### src/rtl/ch4_noise_gen_if.sv
// Channel 4 noise generator port bundle: decoded NR41-NR44 fields/strobes in,
// sample, active flag and LFSR state out.
interface ch4_noise_gen_if #(
   parameter int unsigned DIV_W = 3
);
   logic             ch4_tick;
   logic             tick_256hz;
   logic             tick_64hz;
   logic             ch4_restart;
   logic             length_wr;
   logic [5:0]       length_data;
   logic             length_en;
   logic [3:0]       env_init;
   logic             env_up;
   logic [2:0]       env_period;
   logic [3:0]       shift_s;
   logic             width7;
   logic [DIV_W-1:0] div_r;
   logic             ch4_active;
   logic [3:0]       ch4_out;
   logic [14:0]      lfsr_q;

   modport master (
      output ch4_tick, tick_256hz, tick_64hz, ch4_restart, length_wr, length_data,
             length_en, env_init, env_up, env_period, shift_s, width7, div_r,
      input  ch4_active, ch4_out, lfsr_q
   );

   modport slave (
      input  ch4_tick, tick_256hz, tick_64hz, ch4_restart, length_wr, length_data,
             length_en, env_init, env_up, env_period, shift_s, width7, div_r,
      output ch4_active, ch4_out, lfsr_q
   );
endinterface

### src/rtl/ch4_noise_gen.sv
// Channel 4 noise core: frequency divider + shift prescaler, 15/7-bit LFSR,
// volume envelope and length counter feeding the mixer.
module ch4_noise_gen #(
   parameter int unsigned DIV_W = 3,
   parameter int unsigned PRE_W = 14
) (
   input logic            clk,
   input logic            napu_reset,
   ch4_noise_gen_if.slave bus
);

   logic             active_q, active_d;
   logic [14:0]      sr_q, sr_d;
   logic [3:0]       vol_q, vol_d;
   logic [2:0]       env_cnt_q, env_cnt_d;
   logic [6:0]       len_cnt_q, len_cnt_d;
   logic [6:0]       div_cnt_q, div_cnt_d;
   logic [PRE_W-1:0] pre_q, pre_d;

   logic [DIV_W-1:0] div_r;
   logic [6:0]       div_base;
   logic [PRE_W-1:0] pre_inc, pre_mask;
   logic             dac_on, expiry, shift_en, fb;

   assign div_r = bus.div_r;

   always_comb begin
      div_base = (div_r == '0) ? 7'd2 : (7'(div_r) << 2);
      dac_on   = (bus.env_init != 4'd0) || bus.env_up;
      // a count of 0 (post-reset) also expires on the next tick
      expiry   = bus.ch4_tick && (div_cnt_q <= 7'd1);
      pre_inc  = pre_q + PRE_W'(1);
      pre_mask = ~({PRE_W{1'b1}} << bus.shift_s);
      shift_en = expiry && (32'(bus.shift_s) < PRE_W) && ((pre_inc & pre_mask) == '0);
      fb       = sr_q[0] ^ sr_q[1];
   end

   always_comb begin
      active_d  = active_q;
      sr_d      = sr_q;
      vol_d     = vol_q;
      env_cnt_d = env_cnt_q;
      len_cnt_d = len_cnt_q;
      div_cnt_d = div_cnt_q;
      pre_d     = pre_q;
      if (bus.ch4_restart) begin
         active_d  = dac_on;
         sr_d      = 15'h7FFF;
         vol_d     = bus.env_init;
         env_cnt_d = bus.env_period;
         div_cnt_d = div_base;
         pre_d     = '0;
         if (len_cnt_q == 7'd0) len_cnt_d = 7'd64;
      end else begin
         if (expiry) begin
            div_cnt_d = div_base;
            pre_d     = pre_inc;
         end else if (bus.ch4_tick) begin
            div_cnt_d = div_cnt_q - 7'd1;
         end
         if (shift_en) begin
            sr_d = {fb, sr_q[14:1]};
            if (bus.width7) sr_d[6] = fb;
         end
         if (bus.tick_64hz && (bus.env_period != 3'd0)) begin
            if (env_cnt_q <= 3'd1) begin
               env_cnt_d = bus.env_period;
               if (bus.env_up) begin
                  if (vol_q != 4'd15) vol_d = vol_q + 4'd1;
               end else if (vol_q != 4'd0) begin
                  vol_d = vol_q - 4'd1;
               end
            end else begin
               env_cnt_d = env_cnt_q - 3'd1;
            end
         end
         if (bus.tick_256hz && bus.length_en && (len_cnt_q != 7'd0) && !bus.length_wr) begin
            len_cnt_d = len_cnt_q - 7'd1;
            if (len_cnt_q == 7'd1) active_d = 1'b0;
         end
      end
      // a write, even alongside a trigger, loads the fresh length
      if (bus.length_wr) len_cnt_d = 7'd64 - {1'b0, bus.length_data};
      if (!dac_on) active_d = 1'b0;
   end

   always_ff @(posedge clk) begin
      if (!napu_reset) begin
         active_q  <= 1'b0;
         sr_q      <= 15'h7FFF;
         vol_q     <= 4'd0;
         env_cnt_q <= 3'd0;
         len_cnt_q <= 7'd0;
         div_cnt_q <= 7'd0;
         pre_q     <= '0;
      end else begin
         active_q  <= active_d;
         sr_q      <= sr_d;
         vol_q     <= vol_d;
         env_cnt_q <= env_cnt_d;
         len_cnt_q <= len_cnt_d;
         div_cnt_q <= div_cnt_d;
         pre_q     <= pre_d;
      end
   end

   assign bus.ch4_active = active_q;
   assign bus.ch4_out    = (active_q && !sr_q[0]) ? vol_q : 4'd0;
   assign bus.lfsr_q     = sr_q;

endmodule
### src/flat_wrapper.sv
// flat-port wrapper written by rule: the top's interface ports become plain ports
module ch4_noise_gen_flat 
#(
   parameter int unsigned DIV_W = 3,
   parameter int unsigned PRE_W = 14
)
  (clk, napu_reset, bus_ch4_tick, bus_tick_256hz, bus_tick_64hz, bus_ch4_restart, bus_length_wr, bus_length_data, bus_length_en, bus_env_init, bus_env_up, bus_env_period, bus_shift_s, bus_width7, bus_div_r, bus_ch4_active, bus_ch4_out, bus_lfsr_q);
  ch4_noise_gen_if #(.DIV_W(DIV_W)) bus_i ();
  input logic clk;
  input logic napu_reset;
  input wire logic [$bits(bus_i.ch4_tick)-1:0] bus_ch4_tick;
  input wire logic [$bits(bus_i.tick_256hz)-1:0] bus_tick_256hz;
  input wire logic [$bits(bus_i.tick_64hz)-1:0] bus_tick_64hz;
  input wire logic [$bits(bus_i.ch4_restart)-1:0] bus_ch4_restart;
  input wire logic [$bits(bus_i.length_wr)-1:0] bus_length_wr;
  input wire logic [$bits(bus_i.length_data)-1:0] bus_length_data;
  input wire logic [$bits(bus_i.length_en)-1:0] bus_length_en;
  input wire logic [$bits(bus_i.env_init)-1:0] bus_env_init;
  input wire logic [$bits(bus_i.env_up)-1:0] bus_env_up;
  input wire logic [$bits(bus_i.env_period)-1:0] bus_env_period;
  input wire logic [$bits(bus_i.shift_s)-1:0] bus_shift_s;
  input wire logic [$bits(bus_i.width7)-1:0] bus_width7;
  input wire logic [$bits(bus_i.div_r)-1:0] bus_div_r;
  output wire logic [$bits(bus_i.ch4_active)-1:0] bus_ch4_active;
  output wire logic [$bits(bus_i.ch4_out)-1:0] bus_ch4_out;
  output wire logic [$bits(bus_i.lfsr_q)-1:0] bus_lfsr_q;
  assign bus_i.ch4_tick = bus_ch4_tick;
  assign bus_i.tick_256hz = bus_tick_256hz;
  assign bus_i.tick_64hz = bus_tick_64hz;
  assign bus_i.ch4_restart = bus_ch4_restart;
  assign bus_i.length_wr = bus_length_wr;
  assign bus_i.length_data = bus_length_data;
  assign bus_i.length_en = bus_length_en;
  assign bus_i.env_init = bus_env_init;
  assign bus_i.env_up = bus_env_up;
  assign bus_i.env_period = bus_env_period;
  assign bus_i.shift_s = bus_shift_s;
  assign bus_i.width7 = bus_width7;
  assign bus_i.div_r = bus_div_r;
  assign bus_ch4_active = bus_i.ch4_active;
  assign bus_ch4_out = bus_i.ch4_out;
  assign bus_lfsr_q = bus_i.lfsr_q;
  ch4_noise_gen #(.DIV_W(DIV_W), .PRE_W(PRE_W)) u_core (.clk(clk), .napu_reset(napu_reset), .bus(bus_i));
endmodule
### config.mk
export PLATFORM = sky130hd
export DESIGN_NAME = ch4_noise_gen_flat
export DESIGN_NICKNAME = d
export VERILOG_FILES = /design/src/rtl/ch4_noise_gen_if.sv /design/src/rtl/ch4_noise_gen.sv /design/src/flat_wrapper.sv
export SDC_FILE = /design/constraint.sdc
export NUM_CORES = 1
export LEC_CHECK = 0
export CORE_MARGIN = 3
export CORE_UTILIZATION = 56
export CTS_BUF_LIST = sky130_fd_sc_hd__clkbuf_8
export CTS_CLUSTER_SIZE = 24
export DETAILED_ROUTE_END_ITERATION = 10
export HOLD_SLACK_MARGIN = 0.08
export MAX_ROUTING_LAYER = met4
export PLACE_DENSITY_LB_ADDON = 0.08
export REMOVE_ABC_BUFFERS = 1
export SLEW_MARGIN = 20
export SYNTH_ARGS = -nofsm -noshare
export SYNTH_HDL_FRONTEND = slang
export SYNTH_SLANG_ARGS = --single-unit
export TNS_END_PERCENT = 100
### constraint.sdc
create_clock -name clk -period 3.1 [get_ports clk]
set_clock_uncertainty 0.1 [all_clocks]
set_input_delay 0.93 -clock clk [delete_from_list [all_inputs] [get_ports clk]]
set_output_delay 0.93 -clock clk [all_outputs]
set_load 0.05 [all_outputs]
# Word level (Yosys, flattened, before mapping)
# Index checks and enable logic that the tools add are counted.
dict set report word_totals {
  register_bits 51
  input_bits 30
  output_inout_bits 20
  word_cells 78
}
dict set report op_classes {
  add_sub_neg 7
  n_lt_le_gt_ge 3
  n_eq_ne 4
  shifts 1
  n_mux 22
  n_bitwise 4
  reduce_logical 30
}
# operator n
set ops {}
lappend ops {{$mux 7} 7}
lappend ops {{$mux 4} 7}
lappend ops {{$add 14x1->14 const B} 1}
lappend ops {{$and 14x14->14} 1}
lappend ops {{$logic_not 14->1} 1}
lappend ops {{$not 14->14} 1}
lappend ops {{$shl 14x4->14 const A} 1}
lappend ops {{$sub 7x1->7 const B} 2}
lappend ops {{$reduce_bool 3->1} 4}
lappend ops {{$mux 3} 3}
lappend ops {{$logic_and 1x1->1} 8}
lappend ops {{$reduce_bool 2->1} 4}
lappend ops {{$reduce_bool 4->1} 2}
lappend ops {{$eq 7x1->1 const B} 1}
lappend ops {{$le 7x1->1 const B} 1}
lappend ops {{$logic_not 7->1} 1}
lappend ops {{$reduce_bool 7->1} 1}
lappend ops {{$sub 7x6->7 const A} 1}
lappend ops {{$reduce_and 2->1} 3}
lappend ops {{$mux 5} 1}
lappend ops {{$add 4x1->4 const B} 1}
lappend ops {{$lt 4x4->1 const B} 1}
lappend ops {{$mux 1} 4}
lappend ops {{$ne 4x4->1 const B} 1}
lappend ops {{12 further kinds} 13}

# Logic depth before layout (Yosys ltp)
# Gate-level depths: netlist (run 1).
dict set report depth {
  ltp_word 6
  depth_mapped 8
  ltp_nobuf 8
}

# Least setup slack after synthesis (run 1)
# OpenSTA, ideal clock, no wires.
dict set report synth_path {
  path_kind {input to register}
  from {input port bus_shift_s[2]}
  to {register u_core.sr_q[10], in the netlist u_core.bus.lfsr_q[10]}
  setup_time_ns 0.123
  t_arrival_ns 2.451
  required_ns 2.877
  path_slack_ns 0.427
  stages 7
  path_buffers 1
  cell_sequence {or2_1 -> or3_1 -> a221oi_2 -> o2111a_2 -> o2111ai_4 -> buf_6 -> mux2i_1}
}
dict set report synth_between {
  elab_chain_len 5
  word_cells_on_any_way 7
  cone_classes {order compare (1); shift (1); bitwise (2); reduce/logical (3)}
}
# element line
set synth_rtl {}
lappend synth_rtl {{start: declaration} flat_wrapper.sv:21} ;# input wire logic [$bits(bus_i.shift_s)-1:0] bus_shift_s;
lappend synth_rtl {{$shl 14x4->14} ch4_noise_gen.sv:33} ;# pre_mask = ~({PRE_W{1'b1}} << bus.shift_s);
lappend synth_rtl {{$not 14->14} ch4_noise_gen.sv:33}
lappend synth_rtl {{$and 14x14->14} ch4_noise_gen.sv:34} ;# shift_en = expiry && (32'(bus.shift_s) < PRE_W) && ((pre_inc & pre_mask) == '0);
lappend synth_rtl {{$logic_not 14->1} ch4_noise_gen.sv:34}
lappend synth_rtl {{$logic_and 1x1->1 *} ch4_noise_gen.sv:34}
lappend synth_rtl {{end signal: assignment} ch4_noise_gen.sv:98} ;# sr_q <= sr_d;
lappend synth_rtl {{end: declaration} ch4_noise_gen.sv:13} ;# logic [14:0] sr_q, sr_d;
# Mark *: on every way between the ends. The rest lies on a longest branch, timed or not.
# A chain may end at the register's enable or synchronous reset.

# Worst setup path after layout (run 1)
dict set report layout_path {
  from {register u_core.active_q, in the netlist u_core.bus.ch4_active}
  to {output port bus_ch4_out[1]}
}
dict set report layout_between {
  elab_chain_len 2
}
# element line
set layout_rtl {}
lappend layout_rtl {{start: declaration} ch4_noise_gen.sv:12} ;# logic active_q, active_d;
lappend layout_rtl {{start signal: assignment} ch4_noise_gen.sv:97} ;# active_q <= active_d;
lappend layout_rtl {{$logic_and 1x1->1} ch4_noise_gen.sv:108} ;# assign bus.ch4_out = (active_q && !sr_q[0]) ? vol_q : 4'd0;
lappend layout_rtl {{$mux 4} ch4_noise_gen.sv:108}
lappend layout_rtl {{end: declaration} flat_wrapper.sv:25} ;# output wire logic [$bits(bus_i.ch4_out)-1:0] bus_ch4_out;
# Every way passes these cells.

==> impl_metrics.tcl, run 1 <==
set metrics [dict create \
    start_util_pct 59.65 \
    ys_dominant_reg_cell "dfxtp_1" \
    ios 50 \
    finalMaxSlewViolations 0 \
    synthCells 377 \
    critical_path_class "flop to primary output" \
    crit_path_max_fanout 4 \
    powerDensity_mw_per_mm2 359.5 \
    dp.final_hpwl_um 5082 \
    cts_sinks 50 \
    rr_startpoint "u_core.pre_q[0]" \
    final_nets 464 \
    drc_errors 0 \
    cts_buffer_depth 2 \
    die_h_um 80.69 \
    synth_edf_count 0 \
    relSlewSlack_pct 64.35 \
    die_x_um 80.69 \
    critical-path-max-stage-delay_ns 0.81 \
    finalPower_mw 1.357 \
    min_path_type "flop to flop" \
    drv_cap 0 \
    gp_congestion 0.8302 \
    routed_wl_um 6769 \
    drtIter0Drc 148 \
    num_vias 2798 \
    rsz0062_at_grt "no" \
    startpoint_type "flop" \
    cts_resized 0 \
    setup_viol 0 \
    async_flop_share_pct 0 \
    first_pass_iters 4 \
    fin_hold_ws_ns 0.4278 \
    antenna_cells 0 \
    min_period_over_period_pct 93.66 \
    synthTopCellsByArea "dfxtp_1, nor2_1, mux2i_1" \
    r2r_slack_ns 0.57 \
    post-cts-setup-buffers 0 \
    clk_latency_ns 0.30 \
    vias_per_cell 5.675 \
    drtAntennaViolNets 0 \
    synth_top_area_share_pct 32.04 \
    clk_pin_slew_ns 0.09 \
    drive_gt1_share_pct 8.038 \
    cts_tree "built" \
    port_buffers 49 \
    yosysWarnings 0 \
    first_global_vias 2778 \
    core_area_mm2 0.005238 \
    setup_tns_ns 0 \
    ctsHoldBuffers 0 \
    grt_usage_pct 23.66 \
    reg2reg_to "u_core.bus.lfsr_q[8]" \
    syn_area_mm2 0.003124 \
    outcome "completed" \
    syn_avg_cell_area_um2 8.287 \
    area_growth_pct 20.82 \
    antenna_found_initial 0 \
    min_path_cells 2 \
    yosysTopAreaCell "dfxtp_1" \
    cts.htree.levels 2 \
    arrival_ns 1.87 \
    path_cells "nor2b_1 -> and2_1 -> clkdlybuf4s50_1" \
    reg2reg_depth 8 \
    cp.required_ns 2.07 \
    min_from "u_core.len_cnt_q[3]" \
    synth_cell_types 60 \
    grt-ovfl-total 0 \
    period_needed_ns 2.904 \
    vdd_ir_drop_max_mv 0.2131 \
    wire_per_inst_um 13.73 \
    final-hold-violation-count 0 \
    leakage_nw 1.480 \
    max_freq_mhz 344.4 \
    yosysMostFrequentCell "nor2_1" \
    tightest_slew_ns 0.5324 \
    cp_slowest_cell "clkdlybuf4s50_1" \
    grt_max_degree 34 \
    ys_ff_latch 50 \
    grt_first_pass_wirelength_um 12080 \
    hold_path_end "u_core.len_cnt_q[3]" \
    ys_seq_area_share_pct 32.04 \
    synth_common_cells "nor2_1, dfxtp_1, a21oi_1" \
    cts_buffers 5 \
    die-area_mm2 0.006511 \
    rows 26 \
    endpoint_kind "primary output" \
    cts-root-buf "clkbuf_8" \
]
state kept, by name, indices dropped and copies added, names as in the netlist:
name                   count
u_core.bus.ch4_active      1
u_core.div_cnt_q           7
u_core.env_cnt_q           3
u_core.len_cnt_q           7
u_core.pre_q              13
u_core.vol_q               4
u_core.bus.lfsr_q         15
how the worst max path moves through the flow:
stage / from / to / slack (ns) / cells after the start
final: u_core.bus.ch4_active / bus_ch4_out[1] / 0.20 / 3
after global routing: u_core.bus.ch4_active / bus_ch4_out[3] / 0.06 / 3
after CTS: u_core.bus.ch4_active / bus_ch4_out[1] / 0.16 / 3
after detailed placement: bus_shift_s[2] / u_core.bus.lfsr_q[6] / 0.02 / 8
after global placement: bus_shift_s[2] / u_core.bus.lfsr_q[6] / 0.06 / 8
after floorplan: bus_shift_s[2] / u_core.bus.lfsr_q[0] / 0.40 / 6
layout make-up:
class / instances / area (um^2)
Multi-Input combinational cell: 290 / 1962
Fill cell: 439 / 1463
Clock buffer: 5 / 68.82
Timing Repair Buffer: 59 / 578.1
Inverter: 16 / 60.06
Clock inverter: 3 / 17.52
Tap cell: 70 / 87.58
Sequential cell: 50 / 1001
power by group:
part | switching, mW | total (mW) | internal, mW
clock network | 0.215 | 0.371 | 0.156
registers | 0.0315 | 0.698 | 0.667
logic | 0.147 | 0.287 | 0.140
per-layer routing:
metal	part of all wire [%]	vias to the layer above	track usage (%)	wire length (um)
met4	1.2	0	6.588	83
met5	0	-	-	0
li1	-	1443	-	-
met1	46	1299	28.52	3102
met3	3.5	5	4.036	238
met2	49	51	40.65	3344
layout by cell type, fill, tap and decap left out, types with 4 or more instances in the layout:
master	count
nor3_1	11
xnor2_1	13
buf_4	9
or3_1	5
nand4_1	8
a21oi_1	24
ha_1	11
dfxtp_1	50
clkdlybuf4s50_1	49
a211oi_1	5
clkbuf_8	5
nand2_1	19
inv_1	17
xor2_1	11
nand2b_1	4
o21ai_0	15
mux2i_1	19
nand3_1	8
and3_1	4
nor4_1	7
and2_1	8
o21a_1	5
nor2_1	56
worst max-delay path: cells and delay by family (launching register included):
kind | cells | cell delay (ns)
buffers and inverters | 1 | 0.81
and+or+nand+nor | 2 | 0.39
DFF | 1 | 0.37
cell families after synthesis:
| logic type | count (synthesis) | share of synthesized area [%] |
|---|---|---|
| AO/OA/AOI/OAI | 88 | 20.95 |
| XOR/XNOR | 24 | 6.728 |
| buffers and inverters | 37 | 5.166 |
| adder cells (fa/ha/maj) | 12 | 5.046 |
| multiplexers | 20 | 6.448 |
| AND/OR/NAND/NOR | 146 | 23.63 |
| flip-flops | 50 | 32.04 |
metrics by stage:
stage | cell area, um^2 | cells | worst slack, ns | utilization [%]
3_5_place_dp | 3689 | 485 | 0.01560 | 70.43
6_report | 3775 | 493 | 0.1964 | 72.07
3_3_place_gp | 3689 | 485 | 0.05874 | 70.43
2_1_floorplan | 3023 | 356 | 0.4035 | -
5_1_grt | 3775 | 493 | 0.05542 | 72.07
4_1_cts | 3775 | 493 | 0.1606 | 72.07
No activity file was read; power rests on OpenSTA's default activity.
==> run 2: changes to the inputs <==
CTS_CLUSTER_DIAMETER = 80   (was not set)
==> results of run 2 <==
The final DEF is identical to that of run 1; final timing and power are the same.
==> run 3: changes to the inputs <==
CORE_ASPECT_RATIO = 0.8   (was not set)
==> impl_metrics.tcl, run 3 (same netlist as run 1, synthesis figures left out) <==
set metrics [dict create \
    wire_per_inst_um 13.63 \
    reg2reg_to "u_core.bus.lfsr_q[11]" \
    r2r_slack_ns 0.57 \
    endpoint_kind "primary output" \
    gp_congestion 0.9104 \
    vdd_ir_drop_max_mv 0.2606 \
    grt_first_pass_wirelength_um 11740 \
    cts_tree "built" \
    post-cts-setup-buffers 0 \
    setup_viol 0 \
    antenna_found_initial 0 \
    layout_commonest_cell "nor2_1" \
    drive_gt1_share_pct 8.491 \
    ctsHoldBuffers 0 \
    place_inst 491 \
    area_growth_pct 23.07 \
    grt_max_degree 26 \
    cts_buffer_depth 2 \
    arrival_ns 1.95 \
    die_x_um 89.51 \
    die_h_um 72.81 \
    grt-ovfl-total 0 \
    ios 50 \
    dp_slack_ns 0.006595 \
    port_buffers 49 \
    tightest_slew_ns 0.5912 \
    cts_buffers 5 \
    hold_path_end "u_core.len_cnt_q[3]" \
    rr_startpoint "u_core.pre_q[0]" \
    first_global_vias 2672 \
    largest_reg_flops 15 \
    cts.htree.levels 2 \
    min_path_cells 2 \
    min_period_over_period_pct 96.27 \
    die-area_mm2 0.006517 \
    cp.required_ns 2.07 \
    startpoint_type "flop" \
    drtIter0Drc 150 \
    drtAntennaViolNets 0 \
    outcome "completed" \
    final_cell_mix "nor2_1, dfxtp_1, clkdlybuf4s50_1" \
    grt_usage_pct 23.03 \
    setup_tns_ns 0 \
    drv_cap 0 \
    min_from "u_core.len_cnt_q[3]" \
    antenna_cells 0 \
    period_needed_ns 2.984 \
    rsz0062_at_grt "no" \
    leakage_nw 1.507 \
    rows 23 \
    finalNonFillerCells 499 \
    routed_wl_um 6803 \
    dp.final_hpwl_um 5069 \
    critical_path_class "flop to primary output" \
    clk_pin_slew_ns 0.09 \
    cts_resized 0 \
    clk_latency_ns 0.30 \
    setup_slack_ns 0.1156 \
    cts-root-buf "clkbuf_8" \
    first_pass_iters 4 \
    final_nets 465 \
    max_freq_mhz 335.1 \
    drc_errors 0 \
    reg2reg_depth 8 \
    relSlewSlack_pct 60.41 \
    num_vias 2827 \
    core_area_mm2 0.005209 \
    powerDensity_mw_per_mm2 402.3 \
    cts_sinks 50 \
    final-hold-violation-count 0 \
    crit_path_max_fanout 4 \
    start_util_pct 59.98 \
    vias_per_cell 5.665 \
    finalMaxSlewViolations 0 \
    min_path_type "flop to flop" \
]
## run 3: report_power, final
part	switching, mW	internal [mW]	total, mW
clock	0.215	0.344	0.559
combinational	0.149	0.142	0.291
sequential	0.0303	0.667	0.697
total	0.394	1.15	1.55
## run 3: final cells by class
type / instances / area (um^2)
clock buffer: 6 / 82.58
sequential: 50 / 1001
fill: 406 / 1364
clock inverter: 2 / 60.06
multi-input combinational: 290 / 1962
inverter: 16 / 60.06
tap: 75 / 93.84
timing repair buffer: 60 / 585.6
## run 3: worst max path at each step
stage,cells after the start,endpoint,from,slack (ns)
floorplan,6,u_core.bus.lfsr_q[0],bus_shift_s[2],0.40
global placement,8,u_core.bus.lfsr_q[5],bus_shift_s[2],0.07
detailed placement,8,u_core.bus.lfsr_q[11],bus_shift_s[2],0.007
CTS,3,bus_ch4_out[2],u_core.bus.ch4_active,0.09
global route,3,bus_ch4_out[0],u_core.bus.ch4_active,0.007
finish,3,bus_ch4_out[2],u_core.bus.ch4_active,0.12
## run 3: metrics by stage
step | utilization [%] | power, mW | area, um^2 | hold slack, ns
after floorplan | - | 0.8881 | 3023 | 0.3630
after CTS | 73.82 | 1.558 | 3845 | 0.3969
final | 73.82 | 1.547 | 3845 | 0.3964
after global routing | 73.82 | 1.619 | 3845 | 0.4285
after detailed placement | 71.08 | 0.9993 | 3702 | 0.3843
after global placement | 71.08 | 0.9925 | 3702 | 0.3791
## run 3: routing by layer
layer / up-vias / global-route usage [%] / wire length [um]
li1: 1442 / - / -
met5: - / - / 0
met4: 0 / 5.950 / 60
met3: 7 / 3.950 / 293
met1: 1311 / 30.45 / 3255
met2: 67 / 36.63 / 3194
## run 3: worst max-delay path, cell delays in order, from the launching register on
cell             delay (ns)
dfxtp_1                0.37
nor2b_1                0.30
and2_1                 0.19
clkdlybuf4s50_1        0.80
